==> src/rtl/burst_packer.sv <==
// burst_packer: collects BEATS consecutive input beats into one wide word.
//
// Ports
//   clk        rising-edge clock
//   rst        asynchronous active-low reset
//   in_valid   beat present (held high across a burst)
//   in_data    beat payload, DATABIT bits
//   in_ready   high only while idle: a whole burst can be accepted
//   out_valid  packed word available
//   out_ready  consumer accepts the packed word
//   out_data   packed burst, beat 0 in the LSBs
//   out_err    one-cycle pulse on a short burst or an overrun
//   out_sum    (only with BURST_PACKER_CHKSUM_EN) sum of all beats mod 2^DATABIT
//
// Optional feature macro: BURST_PACKER_CHKSUM_EN

module burst_packer #(
    parameter int unsigned DATABIT = 32,
    parameter int unsigned BEATS   = 4,
    parameter int unsigned CNT_BIT = 2
) (
    input  logic                       clk,
    input  logic                       rst,
    input  logic                       in_valid,
    input  logic [DATABIT-1:0]         in_data,
    output logic                       in_ready,
    output logic                       out_valid,
    input  logic                       out_ready,
    output logic [DATABIT*BEATS-1:0]   out_data,
    output logic                       out_err
`ifdef BURST_PACKER_CHKSUM_EN
    ,
    output logic [DATABIT-1:0]         out_sum
`endif
);

    localparam int unsigned OUTBIT = DATABIT * BEATS;
    localparam logic [CNT_BIT-1:0] LAST_SLOT = CNT_BIT'(BEATS - 1);

    typedef enum logic [1:0] {
        IDLE    = 2'd0,
        COLLECT = 2'd1,
        FULL    = 2'd2
    } state_t;

    state_t               state;
    logic [CNT_BIT-1:0]   count;
    logic [DATABIT-1:0]   slots [BEATS];
    logic [OUTBIT-1:0]    packed_c;

    // Word as it will look once the beat on in_data fills the last slot.
    always_comb begin
        packed_c = '0;
        for (int i = 0; i < int'(BEATS) - 1; i++) begin
            packed_c[i*DATABIT +: DATABIT] = slots[i];
        end
        packed_c[(BEATS-1)*DATABIT +: DATABIT] = in_data;
    end

`ifdef BURST_PACKER_CHKSUM_EN
    logic [DATABIT-1:0] sum_c;

    // Checksum of the completing burst, wrapping at DATABIT bits.
    always_comb begin
        sum_c = in_data;
        for (int i = 0; i < int'(BEATS) - 1; i++) begin
            sum_c = sum_c + slots[i];
        end
    end

    // Checksum register loads alongside out_data.
    always_ff @(posedge clk or negedge rst) begin
        if (!rst) begin
            out_sum <= '0;
        end else if (state == COLLECT && in_valid && count == LAST_SLOT) begin
            out_sum <= sum_c;
        end
    end
`else
    // Checksum feature not built: no adder, no out_sum port.
`endif

    // Burst FSM with registered outputs.
    always_ff @(posedge clk or negedge rst) begin
        if (!rst) begin
            state     <= IDLE;
            count     <= '0;
            in_ready  <= 1'b1;
            out_valid <= 1'b0;
            out_data  <= '0;
            out_err   <= 1'b0;
            for (int i = 0; i < int'(BEATS); i++) begin
                slots[i] <= '0;
            end
        end else begin
            out_err <= 1'b0;
            case (state)
                IDLE: begin
                    if (in_valid) begin
                        slots[0] <= in_data;
                        count    <= CNT_BIT'(1);
                        in_ready <= 1'b0;
                        state    <= COLLECT;
                    end
                end
                COLLECT: begin
                    if (in_valid) begin
                        slots[count] <= in_data;
                        if (count == LAST_SLOT) begin
                            count     <= '0;
                            out_data  <= packed_c;
                            out_valid <= 1'b1;
                            state     <= FULL;
                        end else begin
                            count <= count + CNT_BIT'(1);
                        end
                    end else begin
                        // Burst ended early: drop the partial beats.
                        count    <= '0;
                        out_err  <= 1'b1;
                        in_ready <= 1'b1;
                        state    <= IDLE;
                    end
                end
                FULL: begin
                    // Any beat arriving here is dropped, including the handshake cycle.
                    if (in_valid) begin
                        out_err <= 1'b1;
                    end
                    if (out_ready) begin
                        out_valid <= 1'b0;
                        in_ready  <= 1'b1;
                        state     <= IDLE;
                    end
                end
                default: begin
                    count    <= '0;
                    in_ready <= 1'b1;
                    state    <= IDLE;
                end
            endcase
        end
    end

endmodule

==> config.mk <==
export PLATFORM = sky130hd
export DESIGN_NAME = burst_packer
export DESIGN_NICKNAME = d
export VERILOG_FILES = /design/src/rtl/burst_packer.sv
export SDC_FILE = /design/constraint.sdc
export NUM_CORES = 1
export LEC_CHECK = 0
export ABC_AREA = 1
export CAP_MARGIN = 20
export CORE_MARGIN = 3
export CORE_UTILIZATION = 30
export DETAILED_ROUTE_END_ITERATION = 10
export PLACE_DENSITY = 0.62
export SYNTH_ARGS = -nofsm -noshare
export SYNTH_HDL_FRONTEND = slang
export SYNTH_SLANG_ARGS = --single-unit
==> constraint.sdc <==
create_clock -name clk -period 3.79 [get_ports clk]
set_input_delay 0.758 -clock clk [delete_from_list [all_inputs] [get_ports clk]]
set_output_delay 0.758 -clock clk [all_outputs]
set_load 0.01 [all_outputs]
==> results.txt <==
----------------------------------------------------
[Timing]
  Clock period minus final worst setup slack ... 2.335 ns
  RSZ-0062 raised after global routing ... false
  Final number of max-transition violations ... 0
  Final setup TNS ... 0 ns
  Ratio of final minimum period to clock period ... 0.6162
  Final setup viols ... 0
  Post-route worst hold slack ... 0.2401 ns
  Rel. slew slack ... 0.4960
  Final hold violation count ... 0
  Max Clock Freq ... 428.2 MHz
  Final WS setup ... 1.455 ns
  Slew of the pin with the lowest slew margin ... 0.7531 ns
  Post-Route Skew ... 0.01696 ns

[Hold path]
  Min-delay worst type ... in2async

[Routing]
  Vias per inst ... 4.331
  Final Routed Wirelength ... 19.85 mm
  Iter 0 DRT Violations ... 383
  DR DRC count ... 0
  Routed length per placed instance ... 13.72 µm
  Detail Route Antenna Nets ... 0
  Total vias in the final route ... 6,267
  DRT Pass-1 Iters ... 5

[Global routing]
  GRT met3 Usage ... 0.03496
  Met1 GRT Util ... 0.1695
  GRT Max-Usage Layer ... met2
  First-pass GRT wire length ... 33.21 mm
  Via count of the first global-routing pass ... 6,364
  Antenna violations before repair ... 0
  GRT Residual Overflow ... 0
  Largest net degree at the start of global routing ... 84
  Global Route Usage Sum ... 0.1289
  Met2 layer usage reported by global route ... 0.2122

[Placement]
  Buffers added on ports ... 166
  Area post-placement ... 10,790 µm²
  HPWL Detailed ... 13.03 mm
  Minimum setup slack after placement ... 1.149 ns
  Routability congestion estimate ... 0.7668

[Finish]
  Multi-input combinational cell area ... 2176 µm²
  Number of nets in the final layout ... 1,091
  Area growth from synthesis to layout ... 32.23%
  Share of layout cells above drive strength 1 ... 0.05893
  Count of inserted antenna diode cells ... 0
  Fillers ... 2,801
  Sequential cell area ... 5782 µm²
  Final cell area excluding filler cells ... 11,570 µm²

[Clock tree]
  Post-cts resize count ... 0
  Sinks on the clock net ... 231
  Postcts setup bufs ... 0
  Cell at the root of the clock tree ... sky130_fd_sc_hd__clkbuf_16
  Post-cts hold buffer count ... 0
  Clock tree from TritonCTS ... done
  Number of clock buffers inserted by TritonCTS ... 25
  H-tree level count ... 1
  Longest Clk Path Bufs ... 3
  Later-pin clock latency in the skew report ... 0.51 ns
  CTS clock-pin slew for the worst setup and hold paths ... 0.06 ns

[Synth]
  Synthesis-stage register bit count ... 231
  Cell Area, Synth ... 8750 µm²
  Synthesized netlist cell count ... 889
  Synth Warn # ... 0
  Number of distinct library cells after synthesis ... 21
  Post-synth net total ... 929
  Synthesized area per cell ... 9.842 µm²
  Sequential share of the synthesized area ... 0.6608

[Setup path]
  Maximum fanout along the worst path ... 2
  Data arrival time of the critical path ... 1.58 ns
  Slowest stage delay, CP ... 0.54 ns
  Number of buffer and inverter instances along the worst setup path ... 1
  Cell with the biggest individual delay on the critical path ... sky130_fd_sc_hd__clkdlybuf4s50_1
  Cell family with most CP delay ... buffers and inverters
  Critical Path, Cell by Cell ... clkdlybuf4s50_1
  Flop-to-flop setup slack ... 1.69 ns
  Worst Setup Path Type ... reg2out
  Critical path capture point type ... primary output
  Critical path startpoint category ... flop
  Data required time at the worst endpoint ... 3.03 ns

[Power and ir drop]
  Leakage power summed over all cells ... 5.445 nW
  Cell Pwr Density ... 726.7 nW/µm²
  Largest voltage drop on the vdd net ... 408.9 µV

[Die]
  Std-Cell Rows ... 61
  Ports ... 167
  Die Span X ... 176.8 µm
  Area of the die ... 31,250 µm²
  Placeable core region ... 28,240 µm²
  Vertical die dimension ... 176.8 µm
  Initial Utilization ... 0.3098

[Status]
  Status ... complete, no violations

[Flow run]
  # Max-Cap Violations ... 0

----------------------------------------------------
==> state kept, by name (all words and copies together), names as in the netlist <==
| name | flops |
|---|---|
| out_data | 128 |
| packed_c | 96 |
| count | 2 |
| state | 2 |
| in_ready | 1 |
| out_err | 1 |
| out_valid | 1 |
==> cell type report <==
type / instances / share of cell area
sequential: 231 / 0.4997
multi-input combinational: 478 / 0.1881
timing repair buffer: 181 / 0.1603
clock buffer: 37 / 0.06143
inverter: 134 / 0.04347
tap: 378 / 0.04088
clock inverter: 8 / 0.006164
==> cell usage in the layout (no fill, tap or decap), types with 6 or more instances in the layout <==
| cell | count |
|---|---|
| sky130_fd_sc_hd__clkbuf_16 | 25 |
| sky130_fd_sc_hd__o21ai_0 | 127 |
| sky130_fd_sc_hd__inv_1 | 132 |
| sky130_fd_sc_hd__dfrtp_1 | 230 |
| sky130_fd_sc_hd__buf_12 | 6 |
| sky130_fd_sc_hd__clkbuf_1 | 8 |
| sky130_fd_sc_hd__clkdlybuf4s50_1 | 165 |
| sky130_fd_sc_hd__buf_4 | 9 |
| sky130_fd_sc_hd__nand2_1 | 233 |
| sky130_fd_sc_hd__o21ai_1 | 100 |
==> report_power, final <==
part           switching (W)  total (W)  internal (W)  leakage, nW
sequential          0.000482    0.00381       0.00333         3.00
combinational        0.00105    0.00227       0.00122         2.06
clock               0.000960    0.00232       0.00136        0.384
total                0.00250    0.00841       0.00591         5.44
==> stage by stage <==
stage,utilization,instances,power [W]
global route,0.4097,1447,0.009020
finish,0.4097,1447,0.008408
global placement,0.3820,1402,0.006105
detailed placement,0.3820,1402,0.006169
CTS,0.4097,1447,0.008560
floorplan,-,889,0.004834
==> cell families after synthesis <==
group           Yosys count  synth area share
simple gates            244            0.1090
flops                   231            0.6608
compound gates          230            0.1323
buf+inv                 180           0.09224
fa+ha+maj                 4          0.005720
==> synthesized netlist by cell type <==
cell type | instances | area (µm²)
sky130_fd_sc_hd__dfrtp_1 | 230 | 5756
sky130_fd_sc_hd__o21ai_0 | 127 | 635.6
sky130_fd_sc_hd__inv_1 | 132 | 495.5
sky130_fd_sc_hd__a21oi_1 | 1 | 5.000
sky130_fd_sc_hd__clkbuf_1 | 4 | 15.01
sky130_fd_sc_hd__ha_1 | 4 | 50.05
sky130_fd_sc_hd__nand2_2 | 3 | 18.77
sky130_fd_sc_hd__buf_2 | 19 | 95.09
sky130_fd_sc_hd__o31ai_1 | 1 | 7.510
sky130_fd_sc_hd__inv_2 | 2 | 7.510
sky130_fd_sc_hd__nor2_4 | 2 | 22.52
sky130_fd_sc_hd__o21ai_1 | 100 | 500.5
sky130_fd_sc_hd__buf_4 | 4 | 30.03
sky130_fd_sc_hd__clkbuf_2 | 8 | 40.04
sky130_fd_sc_hd__o21ai_2 | 1 | 8.760
sky130_fd_sc_hd__nand3_1 | 4 | 20.02
sky130_fd_sc_hd__nand2_1 | 233 | 874.6
sky130_fd_sc_hd__nand3b_1 | 1 | 7.510
sky130_fd_sc_hd__dfstp_2 | 1 | 26.28
sky130_fd_sc_hd__nand3_2 | 1 | 10.01
sky130_fd_sc_hd__buf_6 | 11 | 123.9
==> per-layer routing <==
| metal | up-vias | wire length, µm |
|---|---|---|
| met5 | - | 0 |
| met2 | 164 | 9187 |
| met4 | 0 | 502 |
| met1 | 2971 | 8797 |
| met3 | 34 | 1361 |
| li1 | 3098 | - |
==> path summary, 6_finish.rpt <==
path | from | end | cells after the start
worst max-delay path | in_ready$_DFFE_PN1P_ | in_ready | 1
worst min-delay path | rst | out_data[121]$_DFFE_PN0P_ | 1
worst min register to register | out_valid$_DFFE_PN0P_ | out_valid$_DFFE_PN0P_ | 2
max in group asynchronous | rst | in_ready$_DFFE_PN1P_ | 2
min in group clk | out_valid$_DFFE_PN0P_ | out_valid$_DFFE_PN0P_ | 2
worst max register to register | count[0]$_DFFE_PN0P_ | packed_c[17]$_DFFE_PN0P_ | 5
(Power assumes the default switching activity.)
